--- src/rtl/bht_predictor.sv ---
// ---------------------------------------------------------------------------
// bht_predictor
//
// Bimodal / gshare branch direction predictor. It keeps a table of 2^IDX_W
// saturating CTR_W-bit counters. Lookups are registered and take one cycle.
// Resolved-branch updates take effect at the next edge. There is an optional
// global history register (GHR_W > 0 selects gshare indexing) and a
// saturating misprediction counter. After reset the table clears itself with
// a one-entry-per-cycle sweep. ready stays low until that sweep completes.
//
// Parameters
//   IDX_W  table index width (depth = 2^IDX_W)
//   CTR_W  counter width (>= 2)
//   GHR_W  global history bits, 0 = bimodal (GHR_W <= IDX_W)
//   CNT_W  misprediction counter width
//
// Ports
//   CLK, RST_N          clock (rising edge) / asynchronous active-low reset
//   lk_valid, lk_pc     lookup request and low PC bits
//   upd_valid, upd_idx  resolved-branch update and the table index it targets
//   upd_taken           actual branch outcome
//   upd_pred            prediction that was used for that branch
//   ready               table initialised, requests accepted
//   pred_valid          pred_* carry a fresh lookup result this cycle
//   pred_taken          predicted direction (counter MSB)
//   pred_ctr            full counter value read
//   pred_idx            table index used for the lookup
//   ghr                 global history (constant 0 in bimodal mode)
//   mispred_cnt         saturating count of mispredicted updates
// ---------------------------------------------------------------------------
module bht_predictor #(
    parameter int IDX_W = 10,
    parameter int CTR_W = 2,
    parameter int GHR_W = 0,
    parameter int CNT_W = 16
) (
    input  logic                                 CLK,
    input  logic                                 RST_N,
    input  logic                                 lk_valid,
    input  logic [IDX_W-1:0]                     lk_pc,
    input  logic                                 upd_valid,
    input  logic [IDX_W-1:0]                     upd_idx,
    input  logic                                 upd_taken,
    input  logic                                 upd_pred,
    output logic                                 ready,
    output logic                                 pred_valid,
    output logic                                 pred_taken,
    output logic [CTR_W-1:0]                     pred_ctr,
    output logic [IDX_W-1:0]                     pred_idx,
    output logic [((GHR_W > 0) ? GHR_W : 1)-1:0] ghr,
    output logic [CNT_W-1:0]                     mispred_cnt
);

    localparam int GW    = (GHR_W > 0) ? GHR_W : 1;
    localparam int DEPTH = 1 << IDX_W;

    // Weakly not-taken: MSB clear, all lower bits set.
    localparam logic [CTR_W-1:0] INIT_VAL = CTR_W'((1 << (CTR_W - 1)) - 1);
    localparam logic [CTR_W-1:0] CTR_MAX  = '1;
    localparam logic [CNT_W-1:0] CNT_MAX  = '1;
    localparam logic [IDX_W-1:0] LAST_IDX = '1;

    typedef enum logic {
        INIT = 1'b0,
        RUN  = 1'b1
    } state_e;

    state_e             state_q, state_d;
    logic [IDX_W-1:0]   ptr_q, ptr_d;
    logic [GW-1:0]      ghr_q, ghr_d;
    logic [CNT_W-1:0]   cnt_q, cnt_d;
    logic               pv_q;
    logic               pt_q;
    logic [CTR_W-1:0]   pc_q;
    logic [IDX_W-1:0]   pi_q;

    logic [CTR_W-1:0]   table_q [DEPTH];

    logic               tbl_we;
    logic [IDX_W-1:0]   tbl_wa;
    logic [CTR_W-1:0]   tbl_wd;
    logic               lk_fire;
    logic [IDX_W-1:0]   lk_idx;
    logic [CTR_W-1:0]   rd_ctr;
    logic [CTR_W-1:0]   upd_ctr;

    function automatic logic [CTR_W-1:0] ctr_next(input logic [CTR_W-1:0] c,
                                                  input logic             taken);
        if (taken) begin
            return (c == CTR_MAX) ? c : c + 1'b1;
        end
        return (c == '0) ? c : c - 1'b1;
    endfunction

    function automatic logic [CNT_W-1:0] cnt_sat_inc(input logic [CNT_W-1:0] c);
        return (c == CNT_MAX) ? c : c + 1'b1;
    endfunction

    // In bimodal mode ghr_q is held at zero, so the XOR reduces to lk_pc.
    assign lk_idx  = lk_pc ^ IDX_W'(ghr_q);
    // Both reads see the table before this edge's write. A same-cycle lookup
    // therefore returns the pre-update counter.
    assign rd_ctr  = table_q[lk_idx];
    assign upd_ctr = table_q[upd_idx];

    always_comb begin
        state_d = state_q;
        ptr_d   = ptr_q;
        ghr_d   = ghr_q;
        cnt_d   = cnt_q;
        tbl_we  = 1'b0;
        tbl_wa  = ptr_q;
        tbl_wd  = INIT_VAL;
        lk_fire = 1'b0;

        case (state_q)
            INIT: begin
                tbl_we = 1'b1;
                ptr_d  = ptr_q + 1'b1;   // wraps to 0, ready for the next sweep
                if (ptr_q == LAST_IDX) begin
                    state_d = RUN;
                end
            end
            RUN: begin
                lk_fire = lk_valid;
                if (upd_valid) begin
                    tbl_we = 1'b1;
                    tbl_wa = upd_idx;
                    tbl_wd = ctr_next(upd_ctr, upd_taken);
                    if (GHR_W > 0) begin
                        ghr_d = GW'({ghr_q, upd_taken});
                    end
                    if (upd_pred != upd_taken) begin
                        cnt_d = cnt_sat_inc(cnt_q);
                    end
                end
            end
            default: state_d = INIT;
        endcase
    end

    always_ff @(posedge CLK or negedge RST_N) begin
        if (!RST_N) begin
            state_q <= INIT;
            ptr_q   <= '0;
            ghr_q   <= '0;
            cnt_q   <= '0;
            pv_q    <= 1'b0;
            pt_q    <= 1'b0;
            pc_q    <= '0;
            pi_q    <= '0;
        end else begin
            state_q <= state_d;
            ptr_q   <= ptr_d;
            ghr_q   <= ghr_d;
            cnt_q   <= cnt_d;
            pv_q    <= lk_fire;
            if (lk_fire) begin
                pt_q <= rd_ctr[CTR_W-1];
                pc_q <= rd_ctr;
                pi_q <= lk_idx;
            end
        end
    end

    // Table storage has no reset. The post-reset sweep initialises it before
    // any lookup or update is accepted.
    always_ff @(posedge CLK) begin
        if (tbl_we) begin
            table_q[tbl_wa] <= tbl_wd;
        end
    end

    assign ready       = (state_q == RUN);
    assign pred_valid  = pv_q;
    assign pred_taken  = pt_q;
    assign pred_ctr    = pc_q;
    assign pred_idx    = pi_q;
    assign ghr         = ghr_q;
    assign mispred_cnt = cnt_q;

endmodule
--- config.mk ---
export PLATFORM = sky130hd
export DESIGN_NAME = bht_predictor
export DESIGN_NICKNAME = d
export VERILOG_FILES = /design/src/rtl/bht_predictor.sv
export SDC_FILE = /design/constraint.sdc
export NUM_CORES = 2
export LEC_CHECK = 0
export ABC_CLOCK_PERIOD_IN_PS = 70100
export CELL_PAD_IN_SITES_DETAIL_PLACEMENT = 1
export CELL_PAD_IN_SITES_GLOBAL_PLACEMENT = 2
export CORE_ASPECT_RATIO = 0.8
export CORE_UTILIZATION = 51
export CTS_BUF_LIST = sky130_fd_sc_hd__clkbuf_2 sky130_fd_sc_hd__clkbuf_4 sky130_fd_sc_hd__clkbuf_8
export DETAILED_ROUTE_END_ITERATION = 6
export PLACE_DENSITY_LB_ADDON = 0.1
export SLEW_MARGIN = 10
export SYNTH_ARGS = -nofsm -noshare
export SYNTH_HDL_FRONTEND = slang
export SYNTH_SLANG_ARGS = --single-unit
--- constraint.sdc ---
create_clock -name CLK -period 70.1 [get_ports CLK]
set_clock_uncertainty 0.15 [all_clocks]
set_input_delay 14.02 -clock CLK [delete_from_list [all_inputs] [get_ports CLK]]
set_output_delay 14.02 -clock CLK [all_outputs]
set_load 0.005 [all_outputs]
==> flow_summary_export.csv <==
group,metric,value,unit
run_status,outcome,"finished clean",
power,switchingPower,0.0006032,W
die,rows,146,
die,core-area,198200,sq um
placement,place_area,105000,sq um
power,pwr-share-comb,4.7,%
global_routing,grt_max_degree,255,
clock_tree,cts_tree,"built",
global_routing,grt.busiest_layer,"met2",
global_routing,grtUsageMet1,53.69,%
clock_tree,clkLatencyLatePin,1.11,ns
die,fp.dieH,401.8,microns
clock_tree,cts_hold_repair.buffers,0,
synth,postSynthCellCount,5873,
clock_tree,cts.sinks,2088,
placement,post-place-ws,46.56,ns
power,p_per_area,22.90,nW/um^2
timing,finalWorstSetupSlack,47.46,ns
critical_path,crit_path_start_kind,"input port",
global_routing,grt_antenna_before_repair,39,
critical_path,crit_fanout,92,
die,initial_core_util,51.41,%
global_routing,use_met3,10.92,%
synth,synth-async-reset-ratio,1.916,%
detailed_routing,via_per_inst,7.260,
final_layout,finalCoreUtilization,56.38,%
die,die_w,501.7,microns
critical_path,cp-end-kind,"flip-flop",
timing,rsz0062_at_grt,"no",
placement,dp_hpwl,223.2,mm
synth,yosysWarnings,0,
timing,finalSetupViolCount,0,
final_layout,fin_area,111700,sq um
critical_path,reg2reg_slack,62.36,ns
detailed_routing,vias,64286,
clock_tree,clk_pin_slew,0.06,ns
final_layout,syn2layout_area_growth,9.665,%
timing,hold_viol_final,0,
worst_hold_path,hp-class,"reg -> reg",
placement,io_buffers,56,
final_layout,fill_cells,17709,
timing,finalCritPeriodShare,32.30,%
global_routing,grt_pass1_wl,516.5,mm
detailed_routing,antenna_left,0,
clock_tree,postCtsSetupBuffers,0,
die,io_pins,58,
critical_path,cp.required,70.69,ns
power,clock_power_share,42.5,%
final_layout,drive_gt1_share,32.06,%
detailed_routing,dr.first_iter.drc_count,10387,
clock_tree,cts_resized,0,
synth,synth_cell_type_count,82,
detailed_routing,drc,0,
power,leakagePower,33.56,nW
synth,synth_top_area_share,60.36,%
synth,yosysTopAreaCell,"edfxtp_1",
placement,globalplace.congestion,0.8891,
synth,synth_flop_cell,"edfxtp_1",
detailed_routing,wl,371.6,mm
global_routing,grt_pass1_vias,63947,
timing,timing.fmax,44.16,MHz
timing,slew_violations,0,
detailed_routing,wl_per_cell,41.96,microns
synth,synth_edf_count,2048,
detailed_routing,firstDrtPassIters,5,
synth,netlist_area,101900,sq um
critical_path,criticalPathCategory,"in -> reg",
clock_tree,clock_path_buffers,4,
power,p_int,0.001956,W
clock_tree,numCtsBuffers,353,
timing,slew_headroom,11.96,%
synth,syn-num-nets,5901,
global_routing,globalRouteMet2Util,54.09,%
power,p_sw_share,23.57,%
die,die_area,201600,sq um
flow_run,cap_violations,0,
power,p_seq_share,52.7,%
final_layout,multi_input_area,37010,sq um
timing,worst_pin_slew,1.309,ns
final_layout,regArea,62500,sq um
clock_tree,clockRootBuffer,"clkbuf_8",
power,peakVddDrop,0.02057,mV
clock_tree,htreeDepth,5,
synth,ys_top_cells_by_area,"edfxtp_1 60%, mux4_2 25%, nor2_1 4.1%, mux2i_1 1.5%, clkbuf_1 1.2%",
synth,synth.avg_cell_area,17.35,sq um
synth,ys_seq_elements,2088,
timing,min_period,22.64,ns
synth,ys_seq_area_share,61.34,%
global_routing,track_usage,37.19,%
timing,fin_setup_tns,0,ns
critical_path,critical_path_arrival,23.23,ns
global_routing,overflow,0,
placement,dp_cells,8226,
final_layout,fin_nets,5945,
final_layout,instances_no_fill,8855,
-- layout make-up --
cell class,instances,area share (%)
clock buffer,463,5.166
multi-input combinational,3223,33.12
timing repair buffer,241,1.911
antenna,12,0.02687
inverter,10,0.04031
sequential,2088,55.93
clock inverter,154,0.8197
tap,2664,2.983
-- worst max-delay path: stages --
cell and delay [ns]:
buf_8 0.37, buf_4 0.61, buf_4 0.66, buf_4 0.79, mux4_2 0.61, mux4_2 0.53
a211oi_1 0.42, a211oi_1 0.24, a2111oi_1 1.18, nor4_1 0.32, nor2b_1 0.27, a211oi_4 0.40
buf_4 0.79, buf_4 0.81, buf_4 0.85
-- cell families (layout without fill, tap and decap cells) --
kind of cell               count (synthesis)  in the layout  synth area share (%)
adders and majority gates                  2              2               0.02456
AOI/OAI and AO/OA                        323            323                 2.236
xor gates and xnor gates                  25             25                0.2149
buffers and inverters                    562            868                 2.719
muxes                                   1327           1327                 27.21
and+or+nand+nor                         1545           1545                 6.252
DFF                                     2088           2088                 61.34
other                                      1             13              0.003680
-- per-stage QoR --
stage / hold slack [ns] / total power [W]
2_1_floorplan: 0.3202 / 0.001450
3_3_place_gp: 0.3234 / 0.001495
3_5_place_dp: 0.3400 / 0.001495
4_1_cts: 0.3475 / 0.002566
5_1_grt: 0.3782 / 0.002614
6_report: 0.3501 / 0.002559
-- worst paths after layout --
kind / end / startpoint / cells after the start
max: table_q[175][0]$_DFFE_PP_ / upd_idx[0] / 15
min: mispred_cnt[7]$_DFFE_PN0P_ / mispred_cnt[7]$_DFFE_PN0P_ / 1
max reg2reg: table_q[175][0]$_DFFE_PP_ / table_q[352][0]$_DFFE_PP_ / 12
min reg2reg: mispred_cnt[7]$_DFFE_PN0P_ / mispred_cnt[7]$_DFFE_PN0P_ / 1
max in group asynchronous: pred_idx[1]$_DFFE_PN0P_ / RST_N / 2
min in group asynchronous: mispred_cnt[14]$_DFFE_PN0P_ / RST_N / 2
-- metal layers --
metal / routed length, microns / vias to the layer above
li1: - / 24160
met1: 143200 / 34762
met2: 165200 / 4599
met3: 48240 / 741
met4: 14720 / 24
met5: 165 / -
-- layout by cell type (no fill, tap or decap), drive strengths merged, types with 10 or more instances in the layout --
cell type,n
a2111oi,14
a211oi,19
a21oi,32
a22oi,55
a31oi,18
and2,10
buf,197
clkbuf,464
clkdlybuf4s50,42
clkinv,136
dfrtp,40
diode,12
edfxtp,2048
inv,12
mux2,28
mux2i,150
mux4,1149
nand2,203
nand2b,24
nand3,57
nand3b,12
nand4,28
nor2,1106
nor2b,20
nor3,20
nor4,12
o211ai,10
o21ai,32
o221ai,20
o22ai,59
o31ai,14
or3,12
xnor2,19
-- cell usage after synthesis (all sizes together) (12+ instances only) --
cell type and instances:
edfxtp 2048, mux4 1149, nor2 1106, clkbuf 318, buf 233, nand2 203, mux2i 150, o22ai 59
nand3 57, a22oi 55, dfrtp 40, a21oi 32, o21ai 32, mux2 28, nand4 28, nand2b 24
nor2b 20, nor3 20, o221ai 20, a211oi 19, xnor2 19, a31oi 18, a2111oi 14, o31ai 14
nand3b 12, nor4 12, or3 12
-- registers in the layout, indices dropped and copies added (netlist names) --
name and flops:
pred_valid 1, pred_ctr 1, table_q 2048, mispred_cnt 16, pred_taken 1, ptr_q 10, pred_idx 10, ready 1
-- power by group through the flow --
stage                     Combinational, W  Clock [W]  Sequential [W]
after floorplan                  0.0000749          0         0.00138
after global placement            0.000119          0         0.00138
after detailed placement          0.000120          0         0.00138
after CTS                         0.000120    0.00110         0.00135
after global routing              0.000124    0.00114         0.00135
final                             0.000121    0.00109         0.00135
(Power assumes the default switching activity.)
